File: src/rtl/fib_sched_pkg.sv
// Shared types and constants for the Fibonacci-step scheduler.
//   fib_ctx_t   : per-channel context (a, b)
//   fib_resp_t  : registered response (channel, data, wrap)
// ch is sized for the largest supported channel count (8); the top
// narrows it to its own CH_W.
package fib_sched_pkg;

  localparam int unsigned DATA_W   = 8;
  localparam int unsigned CH_MAX_W = 3;

  typedef struct packed {
    logic [DATA_W-1:0] a;
    logic [DATA_W-1:0] b;
  } fib_ctx_t;

  localparam fib_ctx_t FIB_CTX_RST = '{a: 8'h00, b: 8'h01};

  typedef struct packed {
    logic [CH_MAX_W-1:0] ch;
    logic [DATA_W-1:0]   data;
    logic                wrap;
  } fib_resp_t;

  localparam fib_resp_t FIB_RESP_RST = '0;

endpackage

File: src/rtl/fib_step_sched_rr_pick.sv
// rr_pick: combinational round-robin first-set search.
// Ports:
//   req  in  N  request vector
//   ptr  in  W  index at which the search starts (wraps N-1 -> 0)
//   gnt  out N  one-hot grant (all zero when no request)
//   idx  out W  index of the granted bit (0 when none)
//   any  out 1  some request was found
module rr_pick #(
  parameter int unsigned N = 4,
  parameter int unsigned W = 2
) (
  input  logic [N-1:0] req,
  input  logic [W-1:0] ptr,
  output logic [N-1:0] gnt,
  output logic [W-1:0] idx,
  output logic         any
);

  always_comb begin
    int unsigned pos;
    gnt = '0;
    idx = '0;
    any = 1'b0;
    pos = 0;
    for (int unsigned k = 0; k < N; k++) begin
      pos = (32'(ptr) + k) % N;
      if (!any && req[pos[W-1:0]]) begin
        any             = 1'b1;
        idx             = pos[W-1:0];
        gnt[pos[W-1:0]] = 1'b1;
      end
    end
  end

endmodule

File: src/rtl/fib_step_sched.sv
// fib_step_sched: one shared 8-bit Fibonacci-step datapath serving NUM_CH
// requesters, each with a private (a, b) context. An accepted request
// advances its context (a, b) -> (b, a+b mod 256) and produces a registered
// response one cycle later, with valid/ready backpressure.
// Optional build macro FIB_PRIO0_EN: channel 0 gets fixed top priority and
// channels 1..NUM_CH-1 round-robin among themselves.
// Ports:
//   clk, rst    clock; asynchronous active-high reset
//   req_valid   per-channel step request
//   req_ready   one-hot accept (at most one bit high)
//   ctx_clr     per-channel context clear; excludes that channel this cycle
//   resp_valid  response register holds a result
//   resp_ready  consumer accepts the response
//   resp_ch     channel that produced the response
//   resp_data   old b of the stepped channel (= its new a)
//   resp_wrap   a+b carried out of 8 bits on that step
//   busy        any request pending or response held
module fib_step_sched
  import fib_sched_pkg::*;
#(
  parameter int unsigned NUM_CH = 4,
  parameter int unsigned CH_W   = $clog2(NUM_CH)
) (
  input  logic              clk,
  input  logic              rst,
  input  logic [NUM_CH-1:0] req_valid,
  output logic [NUM_CH-1:0] req_ready,
  input  logic [NUM_CH-1:0] ctx_clr,
  output logic              resp_valid,
  input  logic              resp_ready,
  output logic [CH_W-1:0]   resp_ch,
  output logic [7:0]        resp_data,
  output logic              resp_wrap,
  output logic              busy
);

  logic              can_accept;
  logic              fire;
  logic              ptr_upd;
  logic [NUM_CH-1:0] elig;
  logic [NUM_CH-1:0] pick_req;
  logic [NUM_CH-1:0] pick_gnt;
  logic [CH_W-1:0]   pick_idx;
  logic              pick_any;
  logic [NUM_CH-1:0] win_gnt;
  logic [CH_W-1:0]   win_idx;
  logic              win_any;
  logic [CH_W-1:0]   ptr_q;
  logic [CH_W-1:0]   ptr_nxt;
  fib_ctx_t          ctx_q [NUM_CH];
  fib_ctx_t          sel_ctx;
  logic [DATA_W:0]   sum;
  fib_resp_t         resp_q;
  logic              resp_valid_q;

  assign can_accept = ~resp_valid_q | resp_ready;
  // A channel being cleared never competes, so clear beats a same-cycle request.
  assign elig       = req_valid & ~ctx_clr;

`ifdef FIB_PRIO0_EN
  // Channel 0 is kept out of the rotation and overrides it when eligible.
  assign pick_req = {elig[NUM_CH-1:1], 1'b0};

  always_comb begin
    win_gnt = pick_gnt;
    win_idx = pick_idx;
    win_any = pick_any;
    if (elig[0]) begin
      win_gnt = '0;
      win_gnt[0] = 1'b1;
      win_idx = '0;
      win_any = 1'b1;
    end
  end

  assign ptr_upd = fire && (win_idx != '0);
`else
  assign pick_req = elig;
  assign win_gnt  = pick_gnt;
  assign win_idx  = pick_idx;
  assign win_any  = pick_any;
  assign ptr_upd  = fire;
`endif

  rr_pick #(
    .N (NUM_CH),
    .W (CH_W)
  ) u_pick (
    .req (pick_req),
    .ptr (ptr_q),
    .gnt (pick_gnt),
    .idx (pick_idx),
    .any (pick_any)
  );

  assign req_ready = win_gnt & {NUM_CH{can_accept}};
  assign fire      = win_any & can_accept;

  assign sel_ctx = ctx_q[win_idx];
  assign sum     = {1'b0, sel_ctx.a} + {1'b0, sel_ctx.b};
  assign ptr_nxt = (win_idx == CH_W'(NUM_CH - 1)) ? '0 : win_idx + CH_W'(1);

  always_ff @(posedge clk or posedge rst) begin
    if (rst) begin
      for (int unsigned i = 0; i < NUM_CH; i++) begin
        ctx_q[i] <= FIB_CTX_RST;
      end
      resp_valid_q <= 1'b0;
      resp_q       <= FIB_RESP_RST;
      ptr_q        <= '0;
    end else begin
      for (int unsigned i = 0; i < NUM_CH; i++) begin
        if (ctx_clr[i]) begin
          ctx_q[i] <= FIB_CTX_RST;
        end else if (fire && (win_idx == CH_W'(i))) begin
          ctx_q[i] <= '{a: sel_ctx.b, b: sum[DATA_W-1:0]};
        end
      end

      if (fire) begin
        resp_valid_q <= 1'b1;
        resp_q.ch    <= CH_MAX_W'(win_idx);
        resp_q.data  <= sel_ctx.b;
        resp_q.wrap  <= sum[DATA_W];
      end else if (resp_ready) begin
        resp_valid_q <= 1'b0;
      end

      if (ptr_upd) begin
        ptr_q <= ptr_nxt;
      end
    end
  end

  assign resp_valid = resp_valid_q;
  assign resp_ch    = resp_q.ch[CH_W-1:0];
  assign resp_data  = resp_q.data;
  assign resp_wrap  = resp_q.wrap;
  assign busy       = (|req_valid) | resp_valid_q;

endmodule

File: config.mk
export PLATFORM = sky130hd
export DESIGN_NAME = fib_step_sched
export DESIGN_NICKNAME = d
export VERILOG_FILES = /design/src/rtl/fib_sched_pkg.sv /design/src/rtl/fib_step_sched_rr_pick.sv /design/src/rtl/fib_step_sched.sv
export SDC_FILE = /design/constraint.sdc
export NUM_CORES = 1
export LEC_CHECK = 0
export ABC_AREA = 1
export BUFFER_PORTS_ARGS = -buffer_cell sky130_fd_sc_hd__buf_2
export CORE_MARGIN = 5
export CORE_UTILIZATION = 55
export DETAILED_ROUTE_END_ITERATION = 8
export PLACE_DENSITY = 0.76
export SLEW_MARGIN = 20
export SYNTH_ARGS = -nofsm -noshare
export SYNTH_HDL_FRONTEND = slang
export SYNTH_SLANG_ARGS = --single-unit
File: constraint.sdc
create_clock -name clk -period 3.81 [get_ports clk]
set_input_delay 0.1905 -clock clk [delete_from_list [all_inputs] [get_ports clk]]
set_output_delay 0.1905 -clock clk [all_outputs]
set_load 0.1 [all_outputs]
==> reports/results.ini <==
[run_status]
run_status=completed

[final_layout]
layout_common_cells=nand2_1, dfrtp_1, inv_1
area_growth_pct=10.60
nets=662
drive_gt1_share_pct=16.48
layout_commonest_cell=nand2_1
antenna_cells=0

[place]
hpwl_um=8638
io_buffer_count=27
gp_congestion=0.9820

[route]
initialDrtViolationCount=278
vias_per_cell=5.666
antenna_left=0
post_drt_wl_per_cell_um=16.25
via_count=4204
drtPass1Iterations=5
route.detailed.drc=0
wirelength_um=12060

[critical_path]
timing.rr.start=ptr_q[0]$_DFFE_PP0P_
rr_endpoint=ctx_q[36]$_DFFE_PP0P_
rrSetupSlack_ns=0.35
crit_path_end_kind=flop
crit_fanout=16
cp.arrival_ns=3.70
worst-setup-path-type=reg -> reg
start_kind=flop
worst_ep_required_time_ns=4.06
r2r_cells=24

[logic_synthesis]
synth_edf_count=0
synth_seq_cells=78
synth-seq-area-share_pct=42.93
synth_nets=622
synth-main-ff-cell=dfrtp_1
ys_warn_count=0
synth_cells=593
ys_types=40
postSynth.asyncResetShare_pct=100.0
synth_area_sq_mm=0.004558
syn_area_per_cell_sq_um=7.687

[cts]
ctsResizeCount=0
htreeDepth=3
clkSlewWorstSetupHoldPaths_ns=0.08
cts_made_buffers=9
cts_tree=done
cts_buffer_depth=2
worstSkewPairLatency_ns=0.36
root_buffer=clkbuf_8
cts.sinks=78
cts_setup_buffers=0

[run]
maxCapViolations=0

[floorplanning]
start_util_pct=56.04
die_w_um=101.0
die_h_um=101.0
num_rows=33
num_io_pins=28
core-area_sq_mm=0.008134
design.die.area_sq_mm=0.01021

[sta]
finalHoldViolations=0
timing.final.crit_share_pct=90.69
min_period_ns=3.455
rsz0062_at_grt=no
fmax_ghz=0.2894
setup-violations-final=0
slew_headroom_pct=43.77
drv_slew=0
tightest_slew_ns=0.8425
setup_tns_ns=0
clock_skew_ns=0.007721

[min_path]
timing.hold.worst_path_depth=2
whs_endpoint=resp_valid$_DFFE_PP0P_
min_from=resp_ready
min_path_type=in -> reg

[grt]
grt_pass1_wl_um=19450
grt_start_max_net_pins=50
met2_usage_pct=39.59
grt_busiest_layer=met2
gr-usage-met1_pct=32.64
grt_antenna_before_repair=0
grt.total_usage_pct=24.49
met3_usage_pct=4.360
grt_overflow=0
grt_pass1_vias=3995

[state kept, by name, indices dropped and copies added, names as in the netlist]
signal	flops
ctx_q	64
resp_data	8
ptr_q	2
resp_ch	2
resp_valid	1
resp_wrap	1
[metal layers]
| layer | part of all wire [%] | routed length (um) | vias to the layer above |
|---|---|---|---|
| met5 | 0 | 0 | - |
| met4 | 2.6 | 318 | 0 |
| met3 | 5.4 | 648 | 30 |
| met2 | 48 | 5839 | 111 |
| met1 | 44 | 5251 | 2035 |
| li1 | - | - | 2028 |
[metrics by stage]
step	setup WS (ns)	hold WS (ns)	std cells	utilization (%)	cell area [sq um]
after detailed placement	0.4274	0.3819	726	59.84	4867
after floorplan	0.1749	0.2869	593	-	4558
final	0.3546	0.02279	742	61.98	5041
after CTS	0.4038	0.02170	742	61.98	5041
after global routing	0.09308	0.04808	742	61.98	5041
after global placement	0.5182	0.3681	726	59.84	4867
[layout make-up]
type,count,area (sq um)
sequential,78,1957
fill,743,3093
multi-input combinational,423,2230
tap,105,131.4
inverter,76,286.5
clock buffer,10,127.6
clock inverter,5,36.28
timing repair buffer,45,272.8
[synthesized netlist by cell type, types with 2 or more instances]
cell | instances | area [sq um]
o21ai_0 | 45 | 225.2
a21oi_1 | 11 | 55.05
inv_2 | 10 | 37.54
nor2_1 | 16 | 60.06
nand2_4 | 6 | 67.56
inv_1 | 63 | 236.5
o22ai_1 | 21 | 131.4
o211ai_1 | 6 | 45.04
buf_6 | 2 | 22.52
clkbuf_1 | 6 | 22.52
nor2_2 | 2 | 12.51
nand2_1 | 186 | 698.2
nand3_1 | 55 | 275.3
o21ai_1 | 7 | 35.03
nand2_2 | 7 | 43.79
dfstp_2 | 4 | 105.1
ha_1 | 18 | 225.2
a22oi_1 | 3 | 22.52
nand4_1 | 13 | 81.33
nand3_2 | 12 | 120.1
buf_2 | 6 | 30.03
clkinv_1 | 3 | 11.26
dfrtp_1 | 74 | 1852
[kinds of logic (layout without fill, tap and decap cells)]
group,count (synthesis),in the layout,share of synthesized area (%)
xor+xnor,1,1,0.1922
simple gates,304,304,31.27
compound gates,100,100,12.52
fa+ha+maj,18,18,4.941
buf+inv,92,136,8.153
flops,78,78,42.93
[critical path, cell delays in order, from the launching register on]
cell and delay, ns:
dfrtp_1 0.36, inv_2 0.04, ha_1 0.34, inv_1 0.11, nand3_2 0.10, nand2_4 0.10, nand3_1 0.13, nand2_1 0.08
nand2_1 0.05, nand2_1 0.12, nand2_4 0.12, inv_2 0.26, buf_4 0.22, nand3_1 0.09, nand2_2 0.12, nand2_1 0.11
nand2_1 0.07, inv_1 0.04, ha_1 0.18, inv_1 0.05, nand2_1 0.11, nand2_1 0.13, nand3_1 0.17, nand3_1 0.15
o21ai_1 0.07
[how the worst max path moves through the flow]
stage	from	endpoint	slack [ns]	cells past startpoint
global placement	ptr_q[0]$_DFFE_PP0P_	ctx_q[36]$_DFFE_PP0P_	0.52	24
CTS	ptr_q[0]$_DFFE_PP0P_	ctx_q[36]$_DFFE_PP0P_	0.40	24
global route	ptr_q[0]$_DFFE_PP0P_	ctx_q[36]$_DFFE_PP0P_	0.09	24
floorplan	ptr_q[0]$_DFFE_PP0P_	ctx_q[6]$_DFFE_PP0P_	0.17	23
detailed placement	ptr_q[0]$_DFFE_PP0P_	ctx_q[36]$_DFFE_PP0P_	0.43	24
finish	ptr_q[0]$_DFFE_PP0P_	ctx_q[36]$_DFFE_PP0P_	0.35	24
[repair_timing]
action / in CTS / in global routing
endpoints found under the hold margin: 21 / 0
hold buffers: 1 / 0
setup endpoints to repair: 0 / 0
Power is left out: the tool's default activity adds up to more than one toggle a clock period on the data nets, which glitch-free logic cannot reach.
